[src/rtl/countdown_timer.sv]
// Loadable down-counter with one-shot/periodic modes and a registered terminal-count pulse.
// Optional tick prescaler is enabled by defining COUNTDOWN_PRESCALE_EN.
module countdown_timer #(
    parameter int WIDTH      = 8,
    parameter int PRESCALE_W = 4
) (
    input  logic                  clk,
    input  logic                  reset,
    input  logic                  load,
    input  logic [WIDTH-1:0]      load_value,
    input  logic                  start,
    input  logic                  stop,
    input  logic                  periodic,
`ifdef COUNTDOWN_PRESCALE_EN
    input  logic [PRESCALE_W-1:0] prescale,
`endif
    output logic [WIDTH-1:0]      out,
    output logic                  busy,
    output logic                  tc
);

    typedef enum logic {IDLE = 1'b0, RUN = 1'b1} state_t;

    state_t           r_state, w_state_nxt;
    logic [WIDTH-1:0] r_out, w_out_nxt;
    logic [WIDTH-1:0] r_reload, w_reload_nxt;
    logic             r_tc, w_tc_nxt;
    logic             w_tick;

`ifdef COUNTDOWN_PRESCALE_EN
    logic [PRESCALE_W-1:0] r_pre, w_pre_nxt;

    assign w_tick = (r_pre == prescale);

    // Prescaler restarts a full period whenever counting is (re)started, reloaded or paused.
    always_comb begin
        w_pre_nxt = r_pre;
        if (stop || load || start || r_state == IDLE) begin
            w_pre_nxt = '0;
        end else if (w_tick) begin
            w_pre_nxt = '0;
        end else begin
            w_pre_nxt = r_pre + PRESCALE_W'(1);
        end
    end

    always_ff @(posedge clk or posedge reset) begin
        if (reset) begin
            r_pre <= '0;
        end else begin
            r_pre <= w_pre_nxt;
        end
    end
`else
    assign w_tick = 1'b1;
`endif

    always_comb begin
        w_state_nxt  = r_state;
        w_out_nxt    = r_out;
        w_reload_nxt = r_reload;
        w_tc_nxt     = 1'b0;
        if (stop) begin
            w_state_nxt = IDLE;
        end else if (load) begin
            w_reload_nxt = load_value;
            w_out_nxt    = load_value;
            if (load_value == '0) begin
                w_state_nxt = IDLE;
            end else if (start && r_state == IDLE) begin
                w_state_nxt = RUN;
            end
        end else if (start) begin
            if (r_state == IDLE && r_out != '0) begin
                w_state_nxt = RUN;
            end
        end else if (r_state == RUN && w_tick) begin
            if (r_out > WIDTH'(1)) begin
                w_out_nxt = r_out - WIDTH'(1);
            end else if (r_out == WIDTH'(1)) begin
                w_tc_nxt = 1'b1;
                // A zero reload cannot sustain periodic mode, so it ends like a one-shot.
                if (periodic && r_reload != '0) begin
                    w_out_nxt = r_reload;
                end else begin
                    w_out_nxt   = '0;
                    w_state_nxt = IDLE;
                end
            end
        end
    end

    always_ff @(posedge clk or posedge reset) begin
        if (reset) begin
            r_state  <= IDLE;
            r_out    <= '0;
            r_reload <= '0;
            r_tc     <= 1'b0;
        end else begin
            r_state  <= w_state_nxt;
            r_out    <= w_out_nxt;
            r_reload <= w_reload_nxt;
            r_tc     <= w_tc_nxt;
        end
    end

    assign out  = r_out;
    assign busy = (r_state == RUN);
    assign tc   = r_tc;

endmodule

[config.mk]
export PLATFORM = sky130hd
export DESIGN_NAME = countdown_timer
export DESIGN_NICKNAME = d
export VERILOG_FILES = /design/src/rtl/countdown_timer.sv
export SDC_FILE = /design/constraint.sdc
export NUM_CORES = 1
export LEC_CHECK = 0
export CORE_MARGIN = 1
export CORE_UTILIZATION = 51
export DETAILED_ROUTE_END_ITERATION = 8
export PLACE_DENSITY = 0.78
export SYNTH_ARGS = -nofsm -noshare
export SYNTH_HDL_FRONTEND = slang
export SYNTH_SLANG_ARGS = --single-unit
[constraint.sdc]
create_clock -name clk -period 2.5 [get_ports clk]
set_clock_uncertainty 0.05 [all_clocks]
set_input_delay 0.5 -clock clk [delete_from_list [all_inputs] [get_ports clk]]
set_output_delay 0.5 -clock clk [all_outputs]
set_load 0.005 [all_outputs]
==> summary.txt <==
Synth
  • Most common flop cell mapped by yosys: dfrtp_1
  • Syn Nets: 163
  • Syn avg cell area: about 8.3 µm²
  • Post-Synth Adder-Cell Area: 0.0311
  • Post-Syn Area: about 0.0012 mm²
  • Synthesis warning total: 0
  • Post-synthesis cell type count: 44
  • #FFs+latches synth: 18
  • Mux cell area share after synthesis: 0
  • EDFF count, synth: 0
  • Simple-Gate Fraction of Synth Area: 0.272
  • Compound-Gate Fraction of Synth Area: 0.260
  • Cells after synthesis: 146
  • Largest family of logic cells by synthesized area: simple AND/OR/NAND/NOR gates
  • Post-synthesis xor/xnor area fraction: 0.00725
  • Part of the Yosys area used for sequential elements: 0.373
  • Post-synthesis async set-or-reset flop share: 1.00

CTS
  • Root Driver: clkbuf_4
  • Setup bufs post-CTS: 0
  • Clock Latency Late Sink: a little over 0.3 ns
  • Post-CTS resize count: 0
  • Total CTS buffers: 3
  • Number of H-tree levels: 1
  • Clock-pin slew on the worst setup and hold paths: 0.11 ns
  • Clock buffer depth: 2
  • CTS Hold Bufs: 0
  • TritonCTS clock tree: done
  • Num Clock Sinks: 18

Floorplan
  • CORE AREA: around 0.0022 mm²
  • Num rows: 17
  • Die area: 0.00257 mm²
  • Die Ht: 50.7 µm
  • Initial core utilization: 0.541
  • IO Count: 24
  • Die X: between 50 and 60 µm

Placement
  • Port Buffers: 23
  • Placer Congestion: 0.930
  • Post-DP HPWL: around 2500 µm

Detailed routing
  • DRT Pass-1 Iters: 4
  • Vias per inst: between 6 and 7
  • ANT nets after route: 0
  • Via count: 1304
  • WL per Instance: 17.7 µm
  • Starting DRC count in detailed routing: 75
  • Routed wire length: approximately 3500 µm
  • DRC viols: 0

Global routing
  • Initial antenna violation count: 0
  • GRT overflow: 0
  • Total GRT Usage: 0.305
  • Largest net degree at the start of global routing: 19
  • Vias in the first global route: 1223
  • First-pass GRT wire length: 5780 µm

STA
  • Fin crit share: 0.881
  • Slew Viols, Final: 0
  • Final hold vios: 0
  • Unrepaired setup endpoints after global routing: no
  • Post-Route Setup TNS: 0 ns
  • Final setup violating endpoints: 0
  • Fmax: 0.454 GHz
  • Relative slew slack: 0.523
  • Worst Tran Pin Value: 0.715 ns
  • Fin crit period: around 2.2 ns

Critical path
  • Crit-path max FO: 7
  • Slowest stage delay, CP: ~0.71 ns
  • Setup Crit Path Kind: reg -> reg
  • Crit path capture type: register
  • Data required time of the critical path: 2.66 ns
  • Critical Path, Cell by Cell: or4_1 > o31ai_4 > nand2_4 > a311oi_1
  • Crit path DAT: about 2.4 ns
  • Slowest stage cell, crit path: or4_1
  • Crit start category: register

Min path
  • Hold WC Path Type: reg -> reg

Power
  • Power Total: about 0.0011 W
  • Leakage: between 0.6 and 0.7 nW
  • VDD IR-drop max: 444 µV
  • Cell area power density: 724 mW/mm²

Cells and area
  • Ant. Diodes: 0
  • Fraction of layout cells with a size suffix above 1: 0.0778
  • Area growth syn-to-layout: 24.2%
  • Final nets: ~190

Job
  • Max Cap Violations: 0

Status
  • Status: completed
-- cells in the mapped netlist, types with 4 or more instances --
cell type	number	area [µm²]
nand3_1	4	20.0
a311oi_1	4	35.0
dfrtp_1	18	450
a21oi_1	4	20.0
clkbuf_1	8	30.0
nor2_1	8	30.0
o21ai_0	4	20.0
a31oi_1	5	31.3
nor3_1	9	45.0
o22ai_1	4	25.0
inv_1	7	26.3
nand2_1	23	86.3
-- path summary, 6_finish.rpt --
path                                         start  cells past startpoint                 endpoint  slack (ns)
max                             out[2]$_DFFE_PP0P_                      4       out[0]$_DFFE_PP0P_        0.30
min                        r_reload[4]$_DFFE_PP0P_                      2  r_reload[4]$_DFFE_PP0P_        0.47
max reg2reg                     out[2]$_DFFE_PP0P_                      4       out[0]$_DFFE_PP0P_        0.30
min reg2reg                r_reload[4]$_DFFE_PP0P_                      2  r_reload[4]$_DFFE_PP0P_        0.47
max in group asynchronous                    reset                      2  r_reload[2]$_DFFE_PP0P_        1.41
min in group asynchronous                    reset                      2  r_reload[7]$_DFFE_PP0P_        0.54
-- per-layer routing --
metal / vias to the layer above / track usage / wire length, µm
li1: 592 / - / -
met1: 621 / 0.424 / 1490
met2: 81 / 0.478 / 1570
met3: 10 / 0.0333 / 317
met4: 0 / 0.134 / 76
met5: - / 0 / 0
-- where the power goes --
part           switching (W)  internal, W
clock network       0.000103    0.0000891
registers          0.0000895     0.000344
logic               0.000247     0.000213
-- cell families after synthesis --
| group | count (synthesis) |
|---|---|
| and+or+nand+nor | 65 |
| AOI/OAI and AO/OA | 41 |
| buffers and inverters | 18 |
| DFF | 18 |
| adders and majority gates | 3 |
| xor gates and xnor gates | 1 |
-- state kept, by name (all words and copies together), names as in the netlist --
| register | count |
|---|---|
| tc | 1 |
| out | 8 |
| busy | 1 |
| r_reload | 8 |
-- stage by stage --
stage | hold WS (ns) | util | area (µm²) | instances | setup slack [ns]
6_report | 0.466 | 0.672 | 1500 | 195 | 0.297
5_1_grt | 0.493 | 0.672 | 1500 | 195 | 0.101
4_1_cts | 0.467 | 0.672 | 1500 | 195 | 0.344
3_5_place_dp | 0.439 | 0.656 | 1470 | 191 | 0.0985
3_3_place_gp | 0.436 | 0.656 | 1470 | 191 | 0.274
2_1_floorplan | 0.389 | - | 1210 | 146 | 0.398
-- layout make-up --
class | count | area [µm²]
Multi-Input combinational cell | 110 | 689
Timing Repair Buffer | 27 | 260
Tap cell | 28 | 35.0
Clock buffer | 4 | 36.3
Inverter | 8 | 30.0
Sequential cell | 18 | 450
Fill cell | 194 | 732
-- worst max-delay path: cells and delay by family (launching register included) --
kind | cells | cell delay (ns)
flops | 1 | 0.47
simple gates | 2 | 0.84
compound gates | 2 | 0.74
-- cell usage in the layout, fill, tap and decap left out, types with 2 or more instances in the layout --
master / instances
nand2_1: 23
clkdlybuf4s50_1: 23
dfrtp_1: 18
nor3_1: 9
nor2_1: 8
inv_1: 7
a31oi_1: 5
nand3_1: 4
a311oi_1: 4
a21oi_1: 4
o22ai_1: 4
o21ai_0: 4
buf_4: 4
or4_1: 3
nor4_1: 3
nand4_1: 3
ha_1: 3
clkbuf_4: 3
nand2b_1: 2
nor3b_1: 2
a21o_1: 2
a32oi_1: 2
and3_1: 2
a22oi_1: 2
o211ai_1: 2
a2111oi_0: 2
Power figures use the tool's default switching activity.
